`config.mk`:
```
export PLATFORM = sky130hd
export DESIGN_NAME = change_pattern_gen
export DESIGN_NICKNAME = d
export VERILOG_FILES = /design/src/rtl/change_pattern_gen.sv
export SDC_FILE = /design/constraint.sdc
export NUM_CORES = 1
export LEC_CHECK = 0
export ABC_AREA = 1
export ABC_CLOCK_PERIOD_IN_PS = 2600
export CAP_MARGIN = 5
export CORE_MARGIN = 10
export CORE_UTILIZATION = 55
export CTS_CLUSTER_DIAMETER = 120
export DETAILED_ROUTE_END_ITERATION = 8
export GPL_TIMING_DRIVEN = 0
export PLACE_DENSITY_LB_ADDON = 0.1
export SLEW_MARGIN = 20
export SYNTH_ARGS = -nofsm -noshare
export SYNTH_HDL_FRONTEND = slang
export SYNTH_SLANG_ARGS = --single-unit
export TNS_END_PERCENT = 100
```
`constraint.sdc`:
```
create_clock -name i_clock -period 2.6 [get_ports i_clock]
set_input_delay 0.52 -clock i_clock [delete_from_list [all_inputs] [get_ports i_clock]]
set_output_delay 0.52 -clock i_clock [all_outputs]
set_load 0.01 [all_outputs]
```
`src/rtl/change_pattern_gen.sv`:
```
// change_pattern_gen: drives the 'change' line with a configurable pattern.
// A pattern is 'repeat' bursts of change=1, each run_len cycles long and
// separated by gap_len cycles of change=0, followed by a one-cycle done pulse.
// All outputs are registered so the change line cannot glitch.
module change_pattern_gen #(
   parameter int RUN_W = 4,
   parameter int GAP_W = 8,
   parameter int REP_W = 8
) (
   input  logic             i_clock,
   input  logic             i_reset,
   input  logic             i_start,
   input  logic             i_abort,
   input  logic [RUN_W-1:0] i_run_len,
   input  logic [GAP_W-1:0] i_gap_len,
   input  logic [REP_W-1:0] i_repeat,
   output logic             o_change,
   output logic             o_busy,
   output logic             o_done,
   output logic [REP_W-1:0] o_bursts_sent
);

   // One down-counter is shared by RUN and GAP, so it must hold either length.
   localparam int CNT_W = (RUN_W > GAP_W) ? RUN_W : GAP_W;

   typedef enum logic [1:0] {
      S_IDLE = 2'd0,
      S_RUN  = 2'd1,
      S_GAP  = 2'd2,
      S_DONE = 2'd3
   } state_t;

   state_t             r_state,     w_state_next;
   logic [RUN_W-1:0]   r_run_len,   w_run_len_next;
   logic [GAP_W-1:0]   r_gap_len,   w_gap_len_next;
   logic [REP_W-1:0]   r_rep_left,  w_rep_left_next;
   logic [CNT_W-1:0]   r_cnt,       w_cnt_next;
   logic [REP_W-1:0]   r_bursts,    w_bursts_next;
   logic               r_change;
   logic               r_busy;
   logic               r_done;

   // State, latched parameters, counters and registered Moore outputs.
   always_ff @(posedge i_clock) begin
      if (i_reset) begin
         r_state    <= S_IDLE;
         r_run_len  <= '0;
         r_gap_len  <= '0;
         r_rep_left <= '0;
         r_cnt      <= '0;
         r_bursts   <= '0;
         r_change   <= 1'b0;
         r_busy     <= 1'b0;
         r_done     <= 1'b0;
      end else begin
         r_state    <= w_state_next;
         r_run_len  <= w_run_len_next;
         r_gap_len  <= w_gap_len_next;
         r_rep_left <= w_rep_left_next;
         r_cnt      <= w_cnt_next;
         r_bursts   <= w_bursts_next;
         // Outputs are decoded from the next state so they land in flops
         // aligned with the state they describe.
         r_change   <= (w_state_next == S_RUN);
         r_busy     <= (w_state_next == S_RUN) || (w_state_next == S_GAP);
         r_done     <= (w_state_next == S_DONE);
      end
   end

   // Next-state logic: burst/gap sequencing, abort handling, burst counting.
   always_comb begin
      w_state_next    = r_state;
      w_run_len_next  = r_run_len;
      w_gap_len_next  = r_gap_len;
      w_rep_left_next = r_rep_left;
      w_cnt_next      = r_cnt;
      w_bursts_next   = r_bursts;

      case (r_state)
         S_IDLE: begin
            // abort in IDLE drops a simultaneous start
            if (i_start && !i_abort) begin
               w_run_len_next  = i_run_len;
               w_gap_len_next  = i_gap_len;
               w_rep_left_next = i_repeat;
               w_bursts_next   = '0;
               if ((i_run_len != '0) && (i_repeat != '0)) begin
                  w_state_next = S_RUN;
                  w_cnt_next   = CNT_W'(i_run_len);
               end else begin
                  w_state_next = S_DONE;
               end
            end
         end

         S_RUN: begin
            if (i_abort) begin
               w_state_next = S_IDLE;
            end else if (r_cnt <= CNT_W'(1)) begin
               // last cycle of this burst
               if (r_bursts != '1) begin
                  w_bursts_next = r_bursts + REP_W'(1);
               end
               if (r_rep_left <= REP_W'(1)) begin
                  w_state_next = S_DONE;
               end else begin
                  w_rep_left_next = r_rep_left - REP_W'(1);
                  if (r_gap_len != '0) begin
                     w_state_next = S_GAP;
                     w_cnt_next   = CNT_W'(r_gap_len);
                  end else begin
                     // zero gap: bursts merge into one long high stretch
                     w_state_next = S_RUN;
                     w_cnt_next   = CNT_W'(r_run_len);
                  end
               end
            end else begin
               w_cnt_next = r_cnt - CNT_W'(1);
            end
         end

         S_GAP: begin
            if (i_abort) begin
               w_state_next = S_IDLE;
            end else if (r_cnt <= CNT_W'(1)) begin
               w_state_next = S_RUN;
               w_cnt_next   = CNT_W'(r_run_len);
            end else begin
               w_cnt_next = r_cnt - CNT_W'(1);
            end
         end

         S_DONE: begin
            w_state_next = S_IDLE;
         end

         default: begin
            w_state_next = S_IDLE;
         end
      endcase
   end

   assign o_change      = r_change;
   assign o_busy        = r_busy;
   assign o_done        = r_done;
   assign o_bursts_sent = r_bursts;

endmodule

```
==> impl_metrics.ini <==
[yosys]
syn_inst = 382
ys_top_cells_by_count = 90 x nand2_1, 49 x a21oi_1, 46 x nor2_1
synth_ff_type = dfxtp_1
synth_edf_count = 0
synth_top_area_share_pct = 32.88
synth_top_area_cell = dfxtp_1
yosysSeqAreaShare_pct = 32.88
yosysWarningCount = 0
ys_types = 29
synth.cell_area_um2 = 2496
synthTopCellsByArea = dfxtp_1 33%, nand2_1 14%, a21oi_1 9.8%, nor2_1 6.9%, o21ai_0 6.0%
synthArstFlopShare_pct = 0
synth.most_common_cell = nand2_1
synth-seq-cells = 41
synth_nets = 417
syn_area_per_cell_um2 = 6.534

[cells_and_area]
nets = 458
synthToLayoutAreaGrowth_pct = 20.30
final_util_pct = 68.49
post_route_cells_drive_above_1_share_pct = 7.311
num_antenna_cells = 0
design_area_um2 = 3003
final-instance-count-excl-fill = 476

[timing]
fmax_ghz = 0.4682
worstMarginPinSlew_ns = 0.5250
slew_violations = 0
rsz0062_at_grt = false
fin_crit_sh_pct = 82.15
setup_tns_ns = 0
setup_slack_ns = 0.4640
final-hold-violation-count = 0
setup_viol = 0
finClkSkew_ns = 0.004206
min_period_ns = 2.136
slew_headroom_pct = 64.63

[placement]
gp_congestion = 0.9244
placed_cell_area_um2 = 2902
place_ws_ns = 0.3488
placedCellCount = 468
portBuffers = 34
hpwlAfterDp_mm = 4.919

[setup_path]
cp_slowest_cell = dfxtp_1
crit_type = reg2reg
critPathMaxStageDelay_ns = 0.41
worst_ep_arrival_time_ns = 2.30
crit_chain = inv_1 -> ha_1 -> o21ai_0 -> nor2_2 -> nor2_1 -> o211ai_1 -> nand2_1 -> inv_2 -> ha_1 -> nor2_1
worstSetupEndpointType = flip-flop
cpLargestDelayFamily = simple AND/OR/NAND/NOR gates
cp.required_ns = 2.76
crit_fanout = 5
path_buf_inv = 2
start_kind = flip-flop

[flow_run]
maxCapViolCount = 0

[cts]
cts_tree = built
cts_setup_buffers = 0
cts_buffers = 5
clock_sinks = 41
clkSlewWorstSetupHoldPaths_ns = 0.07
cts_resized = 0
cts_htree_levels = 2
hold_buffers = 0
insertion_delay_ns = 0.29
root_buffer = clkbuf_8
clk_path_buf_depth = 2

[run_status]
status = finished clean

[floorplan]
fp.coreArea_um2 = 4384
rows = 24
io_pins = 35
dieArea_um2 = 7633
die_w_um = 87.37
initial_core_util_pct = 56.93
fp.dieH_um = 87.37

[global_routing]
grt_pass1_wl_mm = 10.66
antenna_found_initial = 0
grt_start_max_net_pins = 13
grt_overflow_total = 0
grt_usage_pct = 17.02
grt_pass1_vias = 2385

[power_and_ir_drop]
power.leakage_nw = 1.259
vdd_drop_max_uv = 323.9
power_density_nw_per_um2 = 558.4

[route]
vias = 2483
first_pass_iters = 4
ant_nets = 0
drc = 0
via_per_inst = 5.216
wl_per_cell_um = 13.26
drtIter0Drc = 133
wirelength_mm = 6.310

[min_path]
hold_path.class = reg2reg
==> power by group <==
part / leakage, nW / switching (mW) / total (mW) / internal [mW]
Clock: 0.0542 / 0.212 / 0.451 / 0.240
Combinational: 0.870 / 0.327 / 0.517 / 0.191
Sequential: 0.335 / 0.0364 / 0.708 / 0.672
==> final timing paths <==
| path | start | slack [ns] | endpoint | cells after the start |
|---|---|---|---|---|
| hold / removal | r_run_len[3] | 0.47 | r_run_len[3] | 2 |
| hold reg to reg | r_run_len[3] | 0.47 | r_run_len[3] | 2 |
| setup reg to reg | r_cnt[0] | 0.46 | o_busy | 10 |
| setup / recovery | r_cnt[0] | 0.46 | o_busy | 10 |
==> final cells by class <==
type | count | area, um2
clock buffers | 7 | 96.34
clock inverters | 1 | 5.005
plain buffers | 9 | 38.79
inverters | 44 | 166.4
multi-input cells | 288 | 1470
well taps | 52 | 65.06
fillers | 422 | 1381
repair buffers | 34 | 340.3
flip-flops and latches | 41 | 820.8
==> cells in the final DEF (no fill, tap or decap), types with 5 or more instances in the layout <==
cell type	count
nand2_1	90
a21oi_1	49
nor2_1	46
dfxtp_1	41
inv_1	39
clkdlybuf4s50_1	34
o21ai_0	30
nand3_1	18
ha_1	11
xor2_1	8
nand4_1	7
clkbuf_8	7
clkbuf_1	5
o21ai_1	5
==> flip-flops by register name, summed over array words and instances (netlist names) <==
register / count
o_busy: 1
o_bursts_sent: 8
r_state: 2
r_run_len: 4
r_cnt: 8
o_done: 1
r_gap_len: 8
o_change: 1
r_rep_left: 8
==> per-stage QoR <==
| step | hold WS (ns) | total power [mW] |
|---|---|---|
| after floorplan | 0.4327 | 1.083 |
| after global placement | 0.4530 | 1.224 |
| after detailed placement | 0.4558 | 1.235 |
| after CTS | 0.4674 | 1.680 |
| after global routing | 0.5002 | 1.795 |
| final | 0.4688 | 1.677 |
==> logic make-up (layout without fill, tap and decap cells) <==
logic type               count (synthesis)  after routing  synth area share [%]
flip-flops                              41             41                 32.88
XOR/XNOR                                10             10                 3.509
AND/OR/NAND/NOR                        176            176                 30.68
buffers and inverters                   53             95                 8.220
AO/OA/AOI/OAI                           89             89                 18.40
adder cells (fa/ha/maj)                 11             11                 5.514
multiplexers                             2              2                0.8020
==> metal layers <==
layer  vias to the layer above  part of all wire, %  track usage (%)
met5                         -                    0                0
met4                         0                  1.3            4.638
met3                        11                  5.0            4.963
met2                        40                   49            28.90
met1                      1116                   45            20.19
li1                       1316                    -                -
==> worst reg2reg max path: stages, from the launching register on <==
cell and delay, ns:
dfxtp_1 0.41, inv_1 0.10, ha_1 0.27, o21ai_0 0.23
nor2_2 0.11, nor2_1 0.28, o211ai_1 0.12, nand2_1 0.13
inv_2 0.05, ha_1 0.26, nor2_1 0.04
No activity file was read; power rests on OpenSTA's default activity.
